--- config.mk ---
export PLATFORM = sky130hd
export DESIGN_NAME = transfer_datapath
export DESIGN_NICKNAME = d
export VERILOG_FILES = /design/src/rtl/transfer_datapath.sv
export SDC_FILE = /design/constraint.sdc
export NUM_CORES = 1
export LEC_CHECK = 0
export BUFFER_PORTS_ARGS = -buffer_cell sky130_fd_sc_hd__buf_2
export CAP_MARGIN = 20
export CORE_ASPECT_RATIO = 1.4
export CORE_UTILIZATION = 45
export CTS_BUF_LIST = sky130_fd_sc_hd__clkbuf_4
export CTS_CLUSTER_SIZE = 20
export DETAILED_ROUTE_END_ITERATION = 8
export PLACE_DENSITY = 0.71
export SKIP_CTS_REPAIR_TIMING = 1
export SLEW_MARGIN = 20
export SYNTH_ARGS = -nofsm -noshare
export SYNTH_HDL_FRONTEND = slang
export SYNTH_SLANG_ARGS = --single-unit
--- constraint.sdc ---
create_clock -name clock -period 9.3 [get_ports clock]
set_clock_uncertainty 0.15 [all_clocks]
set_input_delay 0.465 -clock clock [delete_from_list [all_inputs] [get_ports clock]]
set_output_delay 0.465 -clock clock [all_outputs]
set_load 0.005 [all_outputs]
--- src/rtl/transfer_datapath.sv ---
`default_nettype none
// ============================================================================
//  Module      : transfer_datapath
//  Description : Two small register-file memories with address counters.
//                Memory A is written from DataIn, and its registered read
//                data (DOutA) feeds the write port of memory B. Both reads
//                are registered and write-first. WrCntB counts memory B
//                writes and saturates at the depth of memory B.
//                Optional feature macro: XFER_OVF_EN adds the sticky OvfA
//                output, which flags an AddrA wrap.
//  Revision    : 1.0 - initial release
// ============================================================================
module transfer_datapath #(
    parameter int DW  = 8,
    parameter int AWA = 3,
    parameter int AWB = 2
) (
    input  logic           clock,
    input  logic           Reset,
    input  logic           IncA,
    input  logic           IncB,
    input  logic           WEA,
    input  logic           WEB,
    input  logic [DW-1:0]  DataIn,
    output logic [AWA-1:0] AddrA,
    output logic [AWB-1:0] AddrB,
    output logic [DW-1:0]  DOutA,
    output logic [DW-1:0]  DOutB,
`ifdef XFER_OVF_EN
    output logic           OvfA,
`endif
    output logic [AWB:0]   WrCntB
);

    localparam int             DEPTH_A     = 2 ** AWA;
    localparam int             DEPTH_B     = 2 ** AWB;
    localparam logic [AWB:0]   WRCNT_MAX   = (AWB + 1)'(DEPTH_B);
    localparam logic [AWA-1:0] ADDR_A_LAST = {AWA{1'b1}};

    // Storage and pipeline registers
    logic [DW-1:0]  mem_a_q [DEPTH_A];
    logic [DW-1:0]  mem_a_d [DEPTH_A];
    logic [DW-1:0]  mem_b_q [DEPTH_B];
    logic [DW-1:0]  mem_b_d [DEPTH_B];
    logic [AWA-1:0] addr_a_q,   addr_a_d;
    logic [AWB-1:0] addr_b_q,   addr_b_d;
    logic [DW-1:0]  dout_a_q,   dout_a_d;
    logic [DW-1:0]  dout_b_q,   dout_b_d;
    logic [AWB:0]   wr_cnt_b_q, wr_cnt_b_d;

    // Memory A: write at the pre-edge address, advance counter, write-first read
    always_comb begin
        mem_a_d  = mem_a_q;
        if (WEA) begin
            mem_a_d[addr_a_q] = DataIn;
        end
        addr_a_d = IncA ? addr_a_q + 1'b1 : addr_a_q;
        dout_a_d = WEA ? DataIn : mem_a_q[addr_a_q];
    end

    // Memory B: written from the registered A read data (the transfer path)
    always_comb begin
        mem_b_d  = mem_b_q;
        if (WEB) begin
            mem_b_d[addr_b_q] = dout_a_q;
        end
        addr_b_d = IncB ? addr_b_q + 1'b1 : addr_b_q;
        dout_b_d = WEB ? dout_a_q : mem_b_q[addr_b_q];
    end

    // Write counter for memory B, holding once it reaches the memory depth
    always_comb begin
        wr_cnt_b_d = wr_cnt_b_q;
        if (WEB && (wr_cnt_b_q != WRCNT_MAX)) begin
            wr_cnt_b_d = wr_cnt_b_q + 1'b1;
        end
    end

    // State registers; reset clears every memory word as well as the outputs
    always_ff @(posedge clock or posedge Reset) begin
        if (Reset) begin
            for (int i = 0; i < DEPTH_A; i++) begin
                mem_a_q[i] <= '0;
            end
            for (int j = 0; j < DEPTH_B; j++) begin
                mem_b_q[j] <= '0;
            end
            addr_a_q   <= '0;
            addr_b_q   <= '0;
            dout_a_q   <= '0;
            dout_b_q   <= '0;
            wr_cnt_b_q <= '0;
        end else begin
            mem_a_q    <= mem_a_d;
            mem_b_q    <= mem_b_d;
            addr_a_q   <= addr_a_d;
            addr_b_q   <= addr_b_d;
            dout_a_q   <= dout_a_d;
            dout_b_q   <= dout_b_d;
            wr_cnt_b_q <= wr_cnt_b_d;
        end
    end

`ifdef XFER_OVF_EN
    logic ovf_a_q, ovf_a_d;

    // Sticky flag: set on the increment that wraps AddrA back to zero
    always_comb begin
        ovf_a_d = ovf_a_q | (IncA & (addr_a_q == ADDR_A_LAST));
    end

    // Overflow register, cleared only by reset
    always_ff @(posedge clock or posedge Reset) begin
        if (Reset) begin
            ovf_a_q <= 1'b0;
        end else begin
            ovf_a_q <= ovf_a_d;
        end
    end

    assign OvfA = ovf_a_q;
`endif

    assign AddrA  = addr_a_q;
    assign AddrB  = addr_b_q;
    assign DOutA  = dout_a_q;
    assign DOutB  = dout_b_q;
    assign WrCntB = wr_cnt_b_q;

endmodule
`default_nettype wire

==> results.md <==
- The run finished with clean final reports.
- Input and output buffers added on the ports amount to 37.
- Buffers inserted during clock tree synthesis total 17.
- The number of antenna-violating nets in the routed design is 0.
- The initial antenna violation count was 0.
- The warning count from the yosys run is 0.
- For the worst-skew pair, the clock arrives at the later sink with an insertion delay of 0.53 ns.
- The number of H-tree branching levels is 4.
- In this run, synthesis inferred 0 flip-flops with an integrated enable.
- Global routing finished with a remaining overflow of 0.
- Setup total negative slack on the finished layout was measured at 0 ns.
- The critical path start-end classification is reg -> out.
- Pin placement for this block handled 38 I/O pins.
- The final non-filler cell total is between 500 and 600.
- The TritonCTS sink count is 120.
- The most used flip-flop cell after synthesis is dfrtp_1.
- Prior to clock tree synthesis, the placed netlist has a worst setup slack of ~7.0 ns.
- The summed area of non-filler cells in the final layout is 0.00609 sq mm.
- After legalization and detailed placement, the total HPWL measured roughly 7 mm.
- The first detailed-routing pass ran for 4 iterations.
- Including well taps, the total number of placed cells is around 540.
- Sequential elements use 54.8% of the synthesized area.
- The worst ir drop on vdd is approximately 170 uV.
- The count of endpoints failing hold in the final timing report is 0.
- The area of the die is 0.0126 sq mm.
- The placed standard-cell area is ~0.0058 sq mm.
- The min-delay analysis places its worst path in the category in -> reg.
- Setup repair after global routing left no endpoint under its margin.
- The arrival time at the worst endpoint is between 1.5 and 2 ns.
- After clock tree synthesis, the clock-pin slew on the worst setup and hold paths is roughly 0.11 ns.
- The cell depth of the worst min-delay path is 2.
- The required time at the endpoint of the critical path is around 8.7 ns.
- The via count is roughly 3.2k.
- The share of flip-flops with an asynchronous set or reset is 100%.
- The number of antenna diodes in the final layout is 0.
- In this run the power density over the cells is around 360 mW/mm^2.
- For this block, the routed nets add up to ~11 mm of wire.
- The detail-routed net length per standard cell is between 15 and 20 um.
- The iteration-0 DRC count of the detailed router is 89.
- The actual slew at the worst max-slew pin is around 0.87 ns.
- Across all setup checks in the final design, the least slack found is between 6 and 7 ns.
- Counting cells, the worst reg-to-reg path comes to 5.
- Relative to the synthesized area, the layout overhead comes to 11.2%.
- The part of the cycle the worst path needs is between 20% and 30%.
- Global routing used approximately a fifth of the available tracks across all layers.
- The floorplan step set the die width to between 90 and 100 um.
- Of the cells placed in the final design, the portion with a size suffix greater than 1 is 49.8%.
- The congestion estimate from routability-driven global placement came to about 0.74.
- The gate count of the mapped netlist is between 300 and 400.
- The cell type of the slowest stage on the worst timing path is dfrtp_1.
- Traced cell by cell, the critical path runs through buf_4 > buf_2.
- The number of max-slew violations in the final report was 0.
- The synthesized net count is between 300 and 400.
- The library cell used as clock root buffer is clkbuf_4.
- The floorplan has 47 rows.
- The worst slew margin relative to its limit is between 40% and 50%.
- The design draws around 2.2 mW.
- The TritonCTS clock tree is built.
- The highest attainable clock frequency is ~390 MHz.
- The final critical-path required period is roughly 2.6 ns.
- The final setup violation count is 0.
- The number of global-route vias before repair came to approximately 3.3k.
- Measured along the y axis, the die boundary spans approximately 130 um.
- Hold is met by around 0.13 ns.
- The worst setup path is captured at an output port.
- The delay of the slowest critical-path stage is between 0.9 and 1 ns.
- The cell area after technology mapping is between 0.005 and 0.006 sq mm.
- The sort of element at the start of the critical path is a flop.
- The final net count is roughly 430.
- The detailed-route vias per instance is about 5.6.
- The max capacitance violation total is 0.
- Yosys mapped the design onto between 40 and 50 distinct sky130hd cell types.
- The effective utilization at floorplan is between 40% and 50%.
- Counting along the longest clock path gives a buffer depth of 2.
- The global-route wire length before repair is between 15 and 20 mm.
- The average cell area after synthesis is 15.1 sq um.
- The floorplan step defined a core boundary enclosing 0.0118 sq mm.
- The static leakage is about 2.7 nW.
- For this run, design rule violations remaining after detail routing come to 0.
- The maximum number of pins on one net before global-route repair is 70.
- The final standard cell utilization of the core is roughly 52%.
- The post-synthesis sequential element count is 120.
- The top fanout value on the critical path is 20.
-- cell usage in the layout (no fill, tap or decap), types with 7 or more instances in the layout --
master / netlist / layout
dfrtp_1: 120 / 119
mux2_2: 112 / 112
buf_2: 6 / 37
clkbuf_4: 0 / 19
mux2i_1: 14 / 14
nand2_1: 11 / 11
a21oi_1: 11 / 11
mux4_2: 8 / 8
ha_1: 7 / 7
-- where the power goes --
group          switching, mW  total, mW  internal, mW
clock                  0.192      0.382         0.190
sequential             0.207      0.993         0.786
combinational          0.333      0.816         0.483
-- cell families after synthesis --
group | count (synthesis) | share of synthesized area (%)
multiplexers | 140 | 30.4
flip-flops | 120 | 54.8
AO/OA/AOI/OAI | 42 | 5.66
AND/OR/NAND/NOR | 29 | 4.38
buffers and inverters | 22 | 2.53
adder cells (fa/ha/maj) | 7 | 1.60
XOR/XNOR | 4 | 0.640
-- sequential cells by signal (all words and copies together) (netlist names) --
name / flops
DOutB: 8
mem_b_q: 32
AddrA: 3
mem_a_q: 64
AddrB: 2
WrCntB: 3
DOutA: 8
-- synth_stat cells, drive strengths merged, types with 2 or more instances --
library cell  instances  share of area, %
a22oi                 6               1.0
dfrtp               120                55
nand2                11              0.75
nand4                 2              0.62
nand2b                6              0.73
o221ai                3              0.48
mux2                118                25
nor3                  3              0.89
a21oi                11               1.0
inv                   6              0.41
mux4                  8               3.3
clkbuf                3              0.21
xnor2                 2              0.32
a221oi                2              0.43
mux2i                14               2.6
nor2b                 2              0.23
buf                  13               1.9
ha                    7               1.6
o31a                  5              0.80
xor2                  2              0.32
o21ai                 2              0.18
o22ai                 3              0.34
a211oi                5              0.69
a211o                 3              0.48
-- cell type report --
class / count / area (sq um)
fillers: 1033 / 5730
flip-flops and latches: 120 / 3000
multi-input cells: 222 / 2340
repair buffers: 44 / 245
well taps: 147 / 184
clock inverters: 13 / 155
clock buffers: 19 / 143
inverters: 6 / 25.0
-- critical path, delay by kind of cell, from the launching register on --
family                 cells  cell delay [ns]
buffers and inverters      2             0.54
DFF                        1             0.91
-- path summary, 6_finish.rpt --
check | endpoint | slack, ns | start
worst max-delay path | AddrA[1] | 6.71 | AddrA[1]$_DFFE_PP0P_
worst min-delay path | DOutA[4]$_DFF_PP0_ | 0.13 | DataIn[4]
worst max register to register | DOutA[3]$_DFF_PP0_ | 6.93 | AddrA[0]$_DFFE_PP0P_
worst min register to register | mem_b_q[5]$_DFFE_PP0P_ | 0.36 | mem_b_q[5]$_DFFE_PP0P_
max in group asynchronous | AddrA[0]$_DFFE_PP0P_ | 7.21 | Reset
min in group asynchronous | DOutB[0]$_DFF_PP0_ | 0.42 | Reset
-- metal layers --
metal  vias up  global-route usage (%)  part of all wire [%]
li1       1448                       -                     -
met1      1651                    24.5                    43
met3        23                    5.06                   4.0
met2        78                    30.0                    50
met4         0                    8.84                   2.7
met5         -                       0                     0
No activity file was read; power rests on OpenSTA's default activity.
